### src/rtl/wb_write_queue.sv
// Writeback queue in front of the 8x16 register file: buffers results, drains one per granted cycle, forwards pending data.
// Optional `WB_REG0_HARDWIRE_EN: register 0 reads as zero and dest-0 writes are acknowledged but dropped.
module wb_write_queue #(
    parameter int unsigned DEPTH = 4,
    parameter int unsigned CNT_W = 3
) (
    input  logic             clk,
    input  logic             rst,
    input  logic             wb_valid,
    output logic             wb_ready,
    input  logic [2:0]       wb_dest,
    input  logic [15:0]      wb_data,
    input  logic             drain_en,
    output logic             reg_write_en,
    output logic [2:0]       reg_write_dest,
    output logic [15:0]      reg_write_data,
    input  logic [2:0]       reg_read_addr_1,
    input  logic [15:0]      rf_read_data_1,
    output logic [15:0]      fwd_read_data_1,
    input  logic [2:0]       reg_read_addr_2,
    input  logic [15:0]      rf_read_data_2,
    output logic [15:0]      fwd_read_data_2,
    output logic [CNT_W-1:0] count,
    output logic             empty,
    output logic             full
);

    localparam int unsigned PTR_W = (DEPTH > 1) ? $clog2(DEPTH) : 1;

    logic [2:0]       mem_dest [DEPTH];
    logic [15:0]      mem_data [DEPTH];
    logic [PTR_W-1:0] wr_ptr;
    logic [PTR_W-1:0] rd_ptr;
    logic [CNT_W-1:0] cnt;

    logic             accept;
    logic             push;
    logic             pop;
    logic             hit_1;
    logic             hit_2;
    logic [15:0]      hit_data_1;
    logic [15:0]      hit_data_2;
    logic [PTR_W-1:0] idx;

    // Status comes from the count register only.
    assign empty    = (cnt == '0);
    assign full     = (cnt == CNT_W'(DEPTH));
    assign wb_ready = !full;
    assign count    = cnt;

    assign accept = wb_valid && wb_ready;
`ifdef WB_REG0_HARDWIRE_EN
    assign push   = accept && (wb_dest != 3'd0);
`else
    assign push   = accept;
`endif
    assign pop    = drain_en && !empty;

    // Head entry is presented combinationally to the register file write port.
    assign reg_write_en   = pop;
    assign reg_write_dest = empty ? 3'd0  : mem_dest[rd_ptr];
    assign reg_write_data = empty ? 16'd0 : mem_data[rd_ptr];

    always_ff @(posedge clk or posedge rst) begin
        if (rst) begin
            for (int i = 0; i < DEPTH; i++) begin
                mem_dest[i] <= '0;
                mem_data[i] <= '0;
            end
        end else if (push) begin
            mem_dest[wr_ptr] <= wb_dest;
            mem_data[wr_ptr] <= wb_data;
        end
    end

    // Pointers wrap naturally since DEPTH is a power of two.
    always_ff @(posedge clk or posedge rst) begin
        if (rst) begin
            wr_ptr <= '0;
            rd_ptr <= '0;
            cnt    <= '0;
        end else begin
            if (push) wr_ptr <= wr_ptr + PTR_W'(1);
            if (pop)  rd_ptr <= rd_ptr + PTR_W'(1);
            case ({push, pop})
                2'b10:   cnt <= cnt + CNT_W'(1);
                2'b01:   cnt <= cnt - CNT_W'(1);
                default: cnt <= cnt;
            endcase
        end
    end

    // Walk valid entries oldest to youngest so the youngest match wins.
    always_comb begin
        hit_1      = 1'b0;
        hit_2      = 1'b0;
        hit_data_1 = '0;
        hit_data_2 = '0;
        idx        = '0;
        for (int i = 0; i < DEPTH; i++) begin
            idx = rd_ptr + PTR_W'(i);
            if (CNT_W'(i) < cnt) begin
                if (mem_dest[idx] == reg_read_addr_1) begin
                    hit_1      = 1'b1;
                    hit_data_1 = mem_data[idx];
                end
                if (mem_dest[idx] == reg_read_addr_2) begin
                    hit_2      = 1'b1;
                    hit_data_2 = mem_data[idx];
                end
            end
        end
    end

`ifdef WB_REG0_HARDWIRE_EN
    assign fwd_read_data_1 = (reg_read_addr_1 == 3'd0) ? 16'h0000 :
                             hit_1 ? hit_data_1 : rf_read_data_1;
    assign fwd_read_data_2 = (reg_read_addr_2 == 3'd0) ? 16'h0000 :
                             hit_2 ? hit_data_2 : rf_read_data_2;
`else
    assign fwd_read_data_1 = hit_1 ? hit_data_1 : rf_read_data_1;
    assign fwd_read_data_2 = hit_2 ? hit_data_2 : rf_read_data_2;
`endif

endmodule

### config.mk
export PLATFORM = sky130hd
export DESIGN_NAME = wb_write_queue
export DESIGN_NICKNAME = d
export VERILOG_FILES = /design/src/rtl/wb_write_queue.sv
export SDC_FILE = /design/constraint.sdc
export NUM_CORES = 1
export LEC_CHECK = 0
export ABC_AREA = 0
export CORE_ASPECT_RATIO = 1.5
export CORE_MARGIN = 2
export CORE_UTILIZATION = 55
export DETAILED_ROUTE_END_ITERATION = 7
export DONT_BUFFER_PORTS = 1
export PLACE_DENSITY_LB_ADDON = 0.12
export SLEW_MARGIN = 20
export SYNTH_ARGS = -nofsm -noshare
export SYNTH_HDL_FRONTEND = slang
export SYNTH_SLANG_ARGS = --single-unit
### constraint.sdc
create_clock -name clk -period 4.7 [get_ports clk]
set_input_delay 0.94 -clock clk [delete_from_list [all_inputs] [get_ports clk]]
set_output_delay 0.94 -clock clk [all_outputs]
set_load 0.05 [all_outputs]
==> metrics.md <==
| Metric | Value |
|---|---|
| Synthesized Nets | `790` |
| Period minus WS final | `4463 ps` |
| Outcome | `completed` |
| Synthesized area | `7015 sq um` |
| Commonest non-fill, non-tap cell in the layout | `mux2_2` |
| Cts hold-fix bufs | `0` |
| Hold Crit Class | `in2async` |
| Drc violations | `0` |
| CP startpoint kind | `register` |
| Worst r2r src | `count[0]$_DFFE_PP0P_` |
| Largest net degree at the start of global routing | `97` |
| Vias per cell | `6.603` |
| Tot GR Track Use | `0.2740` |
| Total die area | `13690 sq um` |
| Share of cells above drive strength 1 | `0.3029` |
| CTS max path bufs | `2` |
| Largest cells by area after synthesis | `dfrtp_1 30%, mux2_2 15%, mux4_2 9.0%` |
| First-pass GRT wire length | `28950 um` |
| # H-tree levels | `3` |
| GRT met2 Usage | `0.4108` |
| Detailed-route wire length | `18110 um` |
| Seq/Total Area, Yosys | `0.2961` |
| Root buf cell | `clkbuf_16` |
| Global route hottest layer | `met1` |
| Most frequent cells in the layout | `92 x mux2_2, 81 x dfrtp_1, 65 x nor2_1, 64 x buf_4, 56 x nand2_1` |
| Gr ovfl total | `0` |
| Chip width | `96.22 um` |
| Max Cap Viol | `0` |
| Clk Latency, worst-skew pair | `340 ps` |
| Clock Pin Slew Worst Setup and Hold Paths | `60 ps` |
| Count of antenna diodes in the layout | `0` |
| FP Rows | `50` |
| Critical-path maximum fanout | `32` |
| Vias in the first global route | `5450` |
| Met1 usage | `0.4109` |
| Clock Sink Count | `83` |
| DR vias | `5870` |
| Top-area cell type share of the netlist area | `0.2961` |
| Post-CTS setup buffers | `0` |
| Number of I/O port buffers | `0` |
| Worst setup EP type | `output port` |
| Drt first pass iters | `5` |
| Area leader, netlist | `dfrtp_1` |
| Final worst path period share | `0.9495` |
| Hpwl dp | `14130 um` |
| Ys Warns | `0` |
| Slew @ Worst Pin | `1027 ps` |
| Slew Viols, Final | `0` |
| Average wire per standard cell | `20.37 um` |
| FF-to-FF path depth | `6` |
| Unique masters post-synth | `33` |
| Final setup violation count | `0` |
| F_max | `0.2241 GHz` |
| Post-DRT Antenna Nets | `0` |
| Critical Path RT | `3760 ps` |
| Setup TNS | `0 ps` |
| Final non-filler cell total | `889` |
| Worst clock skew | `7.134 ps` |
| Synthesized flop and latch total | `83` |
| RSZ-0062 raised after global routing | `false` |
| Hold Fails Final Rpt | `0` |
| Slew headroom | `0.3134` |
| Worst EP arrival | `3520 ps` |
| Total clock buffers created by CTS | `9` |
| CTS tree | `built` |
| Die Y | `142.3 um` |
| Avg Cell Area, Syn | `9.730 sq um` |
| Nets | `797` |
| Initial DRC count | `644` |
| Met3 usage | `0.04290` |
| Starting Density | `0.5635` |
| Timing startpoint of the critical path | `rd_ptr[0]$_DFFE_PP0P_` |
| Area delta synth->final | `9.399%` |
| Placer congestion estimate | `0.8513` |
| Core Area | `12450 sq um` |
| # IOs | `119` |
| Cell count after synthesis | `721` |
| Antenna violations before repair | `0` |
| Placed instance count | `872` |
| Critical path type | `reg2out` |
[synthesized netlist by cell type (all sizes together)]
library cell,n
nand4,38
a31oi,32
nor2,65
and2,17
or3,1
mux4,28
nand4b,2
dfrtp,83
mux2i,33
and4,4
a21o,1
xor2,1
or2,1
o311ai,32
buf,34
inv,8
mux2,92
ha,8
xnor2,29
clkbuf,37
a21oi,32
a211oi,16
o21ai,18
nor2b,21
o211ai,32
nand2,56
[kinds of logic after synthesis]
kind of cell,share of synthesized area
and+or+nand+nor,0.1436
AOI/OAI and AO/OA,0.1566
muxes,0.2846
DFF,0.2961
buffers and inverters,0.05458
xor gates and xnor gates,0.05029
adders and majority gates,0.01427
[path summary, 6_finish.rpt]
| check | end | slack (ps) |
|---|---|---|
| setup / recovery | fwd_read_data_1[3] | 240 |
| hold / removal | mem_data[41]$_DFFE_PP0P_ | 400 |
| setup reg to reg | mem_data[39]$_DFFE_PP0P_ | 1400 |
| hold reg to reg | mem_data[26]$_DFFE_PP0P_ | 550 |
| max in group asynchronous | mem_data[63]$_DFFE_PP0P_ | 3400 |
| min in group clk | mem_data[26]$_DFFE_PP0P_ | 550 |
[per-stage QoR]
stage          setup slack, ps  hold slack (ps)  instance area, sq um  utilization
2_1_floorplan            636.6            505.5                  7015            -
3_3_place_gp             757.7            517.3                  7375       0.5924
3_5_place_dp             633.7            532.6                  7375       0.5924
4_1_cts                  269.0            554.2                  7651       0.6146
5_1_grt                  68.73            410.7                  7675       0.6165
6_report                 237.3            404.4                  7675       0.6165
[registers in the layout, indices dropped and copies added (netlist names)]
register	count
wr_ptr	2
rd_ptr	2
mem_data	64
count	3
mem_dest	12
[final cells by class]
type                    count  area (sq um)
clock buffers               9         225.2
clock inverters             7         51.30
fillers                  1055          4775
inverters                   8         31.28
multi-input cells         559          4558
flip-flops and latches     83          2082
well taps                 156         195.2
repair buffers             67         531.8
[repair_timing]
action	CTS	global route
hold endpoints to repair	0	0
gates resized for setup	0	1
setup endpoints to repair	0	1
[worst max-delay path, stage by stage, from the launching register on]
cell	delay (ps)
dfrtp_2	560
mux4_2	620
xnor2_2	160
buf_4	230
and4_1	650
nand4b_1	190
buf_4	320
nor2_1	80
a31oi_1	150
buf_4	220
[per-layer routing]
layer | routed length, um | share of wire
met1 | 8220 | 0.45
met2 | 8358 | 0.46
met3 | 1204 | 0.066
met4 | 330 | 0.018
met5 | 0 | 0
Power is not shown: default switching activity piles up to over one toggle a cycle in this logic, so the estimate is an artifact.
